<file path="config.mk">
export PLATFORM = sky130hd
export DESIGN_NAME = mips_multicycle_control
export DESIGN_NICKNAME = d
export VERILOG_FILES = /design/src/rtl/mips_ctrl_pkg.sv /design/src/rtl/mips_multicycle_control_alu_dec.sv /design/src/rtl/mips_multicycle_control.sv
export SDC_FILE = /design/constraint.sdc
export NUM_CORES = 1
export LEC_CHECK = 0
export ABC_AREA = 1
export CAP_MARGIN = 40
export CORE_UTILIZATION = 53
export DETAILED_ROUTE_END_ITERATION = 16
export PLACE_DENSITY_LB_ADDON = 0.1
export SYNTH_ARGS = -nofsm -noshare
export SYNTH_HDL_FRONTEND = slang
export SYNTH_HIERARCHICAL = 1
export SYNTH_SLANG_ARGS = --single-unit
export TNS_END_PERCENT = 5
</file>
<file path="constraint.sdc">
create_clock -name clk -period 3.1 [get_ports clk]
set_input_delay 0.31 -clock clk [delete_from_list [all_inputs] [get_ports clk]]
set_output_delay 0.31 -clock clk [all_outputs]
set_load 0.1 [all_outputs]
</file>
<file path="src/rtl/mips_ctrl_pkg.sv">
// Shared encodings for the multi-cycle MIPS control unit: FSM states, opcodes,
// funct codes, ALUOp and ALUControl values.
package mips_ctrl_pkg;

   typedef logic [3:0] state_t;

   localparam state_t S_FETCH    = 4'd0;
   localparam state_t S_DECODE   = 4'd1;
   localparam state_t S_MEMADR   = 4'd2;
   localparam state_t S_MEMREAD  = 4'd3;
   localparam state_t S_MEMWB    = 4'd4;
   localparam state_t S_MEMWRITE = 4'd5;
   localparam state_t S_EXECUTE  = 4'd6;
   localparam state_t S_ALUWB    = 4'd7;
   localparam state_t S_BRANCH   = 4'd8;
   localparam state_t S_ADDIEXEC = 4'd9;
   localparam state_t S_ADDIWB   = 4'd10;
   localparam state_t S_JUMP     = 4'd11;

   localparam logic [5:0] OP_RTYPE = 6'b000000;
   localparam logic [5:0] OP_LW    = 6'b100011;
   localparam logic [5:0] OP_SW    = 6'b101011;
   localparam logic [5:0] OP_BEQ   = 6'b000100;
   localparam logic [5:0] OP_ADDI  = 6'b001000;
   localparam logic [5:0] OP_J     = 6'b000010;

   localparam logic [5:0] FN_ADD = 6'b100000;
   localparam logic [5:0] FN_SUB = 6'b100010;
   localparam logic [5:0] FN_AND = 6'b100100;
   localparam logic [5:0] FN_OR  = 6'b100101;
   localparam logic [5:0] FN_SLT = 6'b101010;

   localparam logic [1:0] ALUOP_ADD   = 2'b00;
   localparam logic [1:0] ALUOP_SUB   = 2'b01;
   localparam logic [1:0] ALUOP_FUNCT = 2'b10;

   localparam logic [2:0] ALU_ADD = 3'b010;
   localparam logic [2:0] ALU_SUB = 3'b110;
   localparam logic [2:0] ALU_AND = 3'b000;
   localparam logic [2:0] ALU_OR  = 3'b001;
   localparam logic [2:0] ALU_SLT = 3'b111;

endpackage

</file>
<file path="src/rtl/mips_multicycle_control_alu_dec.sv">
// Combinational ALU decoder: ALUOp and Funct select the ALUControl code.
// funct_illegal_o flags an unsupported Funct regardless of ALUOp.
module mips_alu_decoder
   import mips_ctrl_pkg::*;
(
   input  logic [1:0] alu_op_i,
   input  logic [5:0] funct_i,
   output logic [2:0] alu_control_o,
   output logic       funct_illegal_o
);

   logic [2:0] fn_ctl;

   always_comb begin
      fn_ctl          = ALU_ADD;
      funct_illegal_o = 1'b1;
      case (funct_i)
         FN_ADD: begin fn_ctl = ALU_ADD; funct_illegal_o = 1'b0; end
         FN_SUB: begin fn_ctl = ALU_SUB; funct_illegal_o = 1'b0; end
         FN_AND: begin fn_ctl = ALU_AND; funct_illegal_o = 1'b0; end
         FN_OR:  begin fn_ctl = ALU_OR;  funct_illegal_o = 1'b0; end
         FN_SLT: begin fn_ctl = ALU_SLT; funct_illegal_o = 1'b0; end
         default: ;
      endcase

      case (alu_op_i)
         ALUOP_ADD:   alu_control_o = ALU_ADD;
         ALUOP_SUB:   alu_control_o = ALU_SUB;
         ALUOP_FUNCT: alu_control_o = fn_ctl;
         default:     alu_control_o = ALU_ADD;
      endcase
   end

endmodule

</file>
<file path="src/rtl/mips_multicycle_control.sv">
// Moore control FSM of the multi-cycle MIPS core with a retired-instruction
// counter; dbg_state exposes the current state for bring-up.
module mips_multicycle_control
   import mips_ctrl_pkg::*;
#(
   parameter int CNT_W = 32
) (
   input  logic             clk,
   input  logic             rst_n,
   input  logic [5:0]       Op,
   input  logic [5:0]       Funct,
   input  logic             Zero,
   output logic             MemWrite,
   output logic             IorD,
   output logic             IRWrite,
   output logic             RegDst,
   output logic             MemtoReg,
   output logic             RegWrite,
   output logic             ALUSrcA,
   output logic [1:0]       ALUSrcB,
   output logic [1:0]       PCSrc,
   output logic             PCEn,
   output logic [2:0]       ALUControl,
   output logic             illegal_op,
   output logic [CNT_W-1:0] instr_count,
   output logic [3:0]       dbg_state
);

   state_t           state_q, state_d;
   logic [CNT_W-1:0] cnt_q, cnt_d;

   logic       mem_write, iord, ir_write, reg_dst, mem_to_reg, reg_write;
   logic       src_a, pc_write, branch, illegal, retire;
   logic [1:0] src_b, pc_src, alu_op;
   logic [2:0] alu_ctl;
   logic       funct_illegal;

   mips_alu_decoder u_alu_dec (
      .alu_op_i        (alu_op),
      .funct_i         (Funct),
      .alu_control_o   (alu_ctl),
      .funct_illegal_o (funct_illegal)
   );

   // Unlisted and unreachable states fall through with every strobe at 0.
   always_comb begin
      state_d    = S_FETCH;
      mem_write  = 1'b0;
      iord       = 1'b0;
      ir_write   = 1'b0;
      reg_dst    = 1'b0;
      mem_to_reg = 1'b0;
      reg_write  = 1'b0;
      src_a      = 1'b0;
      src_b      = 2'b00;
      pc_src     = 2'b00;
      pc_write   = 1'b0;
      branch     = 1'b0;
      alu_op     = ALUOP_ADD;
      illegal    = 1'b0;
      retire     = 1'b0;
      case (state_q)
         S_FETCH: begin
            ir_write = 1'b1;
            src_b    = 2'b01;
            pc_write = 1'b1;
            state_d  = S_DECODE;
         end
         S_DECODE: begin
            src_b = 2'b11;
            case (Op)
               OP_LW, OP_SW: state_d = S_MEMADR;
               OP_RTYPE: begin
                  state_d = S_EXECUTE;
                  illegal = funct_illegal;
               end
               OP_BEQ:  state_d = S_BRANCH;
               OP_ADDI: state_d = S_ADDIEXEC;
               OP_J:    state_d = S_JUMP;
               default: illegal = 1'b1;
            endcase
         end
         S_MEMADR: begin
            src_a   = 1'b1;
            src_b   = 2'b10;
            state_d = (Op == OP_LW) ? S_MEMREAD : S_MEMWRITE;
         end
         S_MEMREAD: begin
            iord    = 1'b1;
            state_d = S_MEMWB;
         end
         S_MEMWB: begin
            mem_to_reg = 1'b1;
            reg_write  = 1'b1;
            retire     = 1'b1;
         end
         S_MEMWRITE: begin
            iord      = 1'b1;
            mem_write = 1'b1;
            retire    = 1'b1;
         end
         S_EXECUTE: begin
            src_a   = 1'b1;
            alu_op  = ALUOP_FUNCT;
            state_d = S_ALUWB;
         end
         S_ALUWB: begin
            reg_dst   = 1'b1;
            reg_write = 1'b1;
            retire    = 1'b1;
         end
         S_BRANCH: begin
            src_a  = 1'b1;
            alu_op = ALUOP_SUB;
            branch = 1'b1;
            pc_src = 2'b01;
            retire = 1'b1;
         end
         S_ADDIEXEC: begin
            src_a   = 1'b1;
            src_b   = 2'b10;
            state_d = S_ADDIWB;
         end
         S_ADDIWB: begin
            reg_write = 1'b1;
            retire    = 1'b1;
         end
         S_JUMP: begin
            pc_src   = 2'b10;
            pc_write = 1'b1;
            retire   = 1'b1;
         end
         default: ;
      endcase
      cnt_d = retire ? cnt_q + CNT_W'(1) : cnt_q;
   end

   always_ff @(posedge clk or negedge rst_n) begin
      if (!rst_n) begin
         state_q <= S_FETCH;
         cnt_q   <= '0;
      end else begin
         state_q <= state_d;
         cnt_q   <= cnt_d;
      end
   end

   // The reset state is FETCH, whose strobes must not reach memory or PC while held.
   assign MemWrite    = rst_n & mem_write;
   assign IorD        = rst_n & iord;
   assign IRWrite     = rst_n & ir_write;
   assign RegDst      = rst_n & reg_dst;
   assign MemtoReg    = rst_n & mem_to_reg;
   assign RegWrite    = rst_n & reg_write;
   assign ALUSrcA     = rst_n & src_a;
   assign ALUSrcB     = rst_n ? src_b : 2'b00;
   assign PCSrc       = rst_n ? pc_src : 2'b00;
   assign PCEn        = rst_n & (pc_write | (branch & Zero));
   assign ALUControl  = rst_n ? alu_ctl : 3'b000;
   assign illegal_op  = rst_n & illegal;
   assign instr_count = cnt_q;
   assign dbg_state   = state_q;

endmodule

</file>
==> qor.csv <==
metric,value,unit
outcome,"complete, no violations",
gpl congestion,0.886,
clock share of power,20.4,%
clock tree from TritonCTS,yes,
first-pass GRT wire length,10700,µm
DRC marker count from the first detailed-route iteration,243,
total placed cells including tap cells,499,
share of the core filled with cells in the final layout,78.6,%
Internal Power,0.000872,W
"EDFF count, synth",0,
io pins,67,
post-synthesis to final-layout area growth,40.2,%
Final Max Slew Viols,0,
Worst Max-Slew Pin Slew,446,ps
Sw Pwr,0.000844,W
ratio of final minimum period to clock period,82.4,%
via count,2629,
number of synthesized register bits,36,
wire length per cell after detailed routing,12.4,µm
aggregate global-route resource usage,27.1,%
core outline area,4410,µm²
proportion of synthesized flip-flops having asynchronous set or reset,100,%
Yosys warning count,6,
"top library cells by usage in the layout, fill and taps aside","sky130_fd_sc_hd__nand2_1 (114), sky130_fd_sc_hd__inv_1 (58), sky130_fd_sc_hd__nor2_1 (49), sky130_fd_sc_hd__dfrtp_1 (36), sky130_fd_sc_hd__buf_4 (33)",
post-synthesis average cell area,6.73,µm²
routed wire length,6310,µm
pin count of the biggest net entering global routing,37,
clock tree skew after final layout,6.88,ps
Longest Clk Path Bufs,2,
mapped cell area,2470,µm²
switch share,49.2,%
floorplan die area,4950,µm²
arrival time of the worst setup path,2240,ps
post-synthesis sequential area ratio,36.4,%
Die Width,70.3,µm
final net count,472,
Startpoint Class,register,
worst relative slew slack,70.3,%
total iterations of the first detailed-routing run,4,
layout cell share with drive strength beyond 1,17.1,%
number of cell rows,24,
maximum resistive drop on vdd,385,µV
Final Hold Violating Endpoints,0,
"commonest non-fill, non-tap cell in the layout",sky130_fd_sc_hd__nand2_1,
number of buffer cells added on primary ports,66,
Worst Setup End Kind,output pin,
net count after synthesis,386,
Inserted Clock Buffers,5,
required time of the critical path,2790,ps
antenna violations before repair,0,
antenna violation net count after detailed routing,0,
crit path time final,2550,ps
die height,70.3,µm
CTS clock-pin slew for the worst setup and hold paths,70,ps
per-cell via count in the routed design,5.19,
number of cells produced by synthesis,368,
post-route cell area,3470,µm²
portion of total power attributed to combinational logic,47.7,%
startpoint-to-endpoint class of the critical path,register to output pin,
final worst hold slack,200,ps
unrepaired setup endpoints after global routing,no,
starting density of the core,56.1,%
Cell variety after synth,28,
Area after DPL,3380,µm²
via count of the first global-routing pass,2516,
total power per unit cell area,494,nW/µm²
final standard cell count with taps included and fillers excluded,507,
Max Clk Rate,392,MHz
Root Driver,sky130_fd_sc_hd__clkbuf_8,
"Setup violations, final",0,
Seq pwr share,31.9,%
overall power,0.00172,W
Sink Count,36,
max-capacitance violation count,0,
H-tree levels,2,
worst hold-check path type,input pin to asynchronous set/reset pin,
top fanout value on the critical path,5,
leakage power of the design,1.76,nW
antenna diode count,0,
clock latency on the worst-skew pair,290,ps
total setup buffers inserted after CTS,0,
"Top FF cell, synth",sky130_fd_sc_hd__dfrtp_1,
count of hold buffers inserted by post-cts repair,0,
hpwl dp,4960,µm
total global routing overflow,0,
count of cells resized by post-cts repair,0,
number of cells on the worst reg-to-reg path,8,
DR DRC count,0,
[through the flow]
stage	setup TNS, ps	setup WS [ps]
finish	0	546
global route	0	386
CTS	0	537
detailed placement	0	865
global placement	0	943
floorplan	-1150	-315
[per-layer routing]
metal  vias to the layer above  wire (µm)  GRT usage [%]
li1                       1318          -              -
met1                      1218       2730           33.3
met2                        86       3160           46.8
met3                         7        335           4.33
met4                         0         77           11.6
met5                         -          0              0
[final cells by class]
type                       instances  area (µm²)
clock buffer                       8        90.1
fill                             366         945
inverter                          62         233
multi-input combinational        268        1330
sequential                        36         901
tap                               52        65.1
timing repair buffer              81         853
[power groups by stage]
stage          clock, W  combinational [W]  sequential [W]
2_1_floorplan         0           0.000382        0.000775
3_3_place_gp          0           0.000789        0.000553
3_5_place_dp          0           0.000819        0.000556
4_1_cts        0.000354           0.000820        0.000547
5_1_grt        0.000369           0.000860        0.000554
6_report       0.000351           0.000818        0.000547
[synth_stat cells, types with 2 or more instances]
cell	n	area share (%)
sky130_fd_sc_hd__inv_1	58	8.8
sky130_fd_sc_hd__nand4_1	15	3.8
sky130_fd_sc_hd__o21ai_1	3	0.61
sky130_fd_sc_hd__nand3b_1	3	0.91
sky130_fd_sc_hd__nand3_2	2	0.81
sky130_fd_sc_hd__o21ai_0	2	0.40
sky130_fd_sc_hd__dfrtp_1	36	36
sky130_fd_sc_hd__nor2_4	2	0.91
sky130_fd_sc_hd__nand3_1	30	6.1
sky130_fd_sc_hd__nor3_1	7	1.4
sky130_fd_sc_hd__inv_2	3	0.45
sky130_fd_sc_hd__xor2_1	8	2.8
sky130_fd_sc_hd__xnor2_1	10	3.5
sky130_fd_sc_hd__nand2_4	2	0.91
sky130_fd_sc_hd__a21oi_1	4	0.81
sky130_fd_sc_hd__nor2_2	6	1.5
sky130_fd_sc_hd__a31oi_1	3	0.76
sky130_fd_sc_hd__nand2_1	114	17
sky130_fd_sc_hd__nor2_1	49	7.4
sky130_fd_sc_hd__ha_1	3	1.5
[cells by family after synthesis]
kind of cell,synth area share (%)
adders and majority gates,1.52
and+or+nand+nor,42.7
DFF,36.4
xor gates and xnor gates,6.37
AOI/OAI and AO/OA,2.88
buffers and inverters,10.2
[path summary, 6_finish.rpt]
check | startpoint | to | slack (ps)
max in group asynchronous | rst_n | dbg_state[3] | 2590
setup / recovery | dbg_state[3] | ALUControl[0] | 550
min in group clk | instr_count[15] | instr_count[15] | 510
setup reg to reg | instr_count[0] | instr_count[26] | 1320
hold reg to reg | instr_count[15] | instr_count[15] | 510
hold / removal | rst_n | instr_count[1] | 200
[state kept, by name (all words and copies together) (netlist names)]
register	count
dbg_state	4
instr_count	32
[critical path, cell delays in order (launching register included)]
cell and delay [ps]:
sky130_fd_sc_hd__dfrtp_1 470, sky130_fd_sc_hd__inv_2 80, sky130_fd_sc_hd__nor2_4 140, sky130_fd_sc_hd__nand2_1 100, sky130_fd_sc_hd__inv_1 110, sky130_fd_sc_hd__inv_1 50
sky130_fd_sc_hd__ha_1 330, sky130_fd_sc_hd__nor2_2 160, sky130_fd_sc_hd__nand4_1 110, sky130_fd_sc_hd__nand2_1 80, sky130_fd_sc_hd__nand2_1 50, sky130_fd_sc_hd__inv_1 100
sky130_fd_sc_hd__buf_12 180
(Power assumes the default switching activity.)
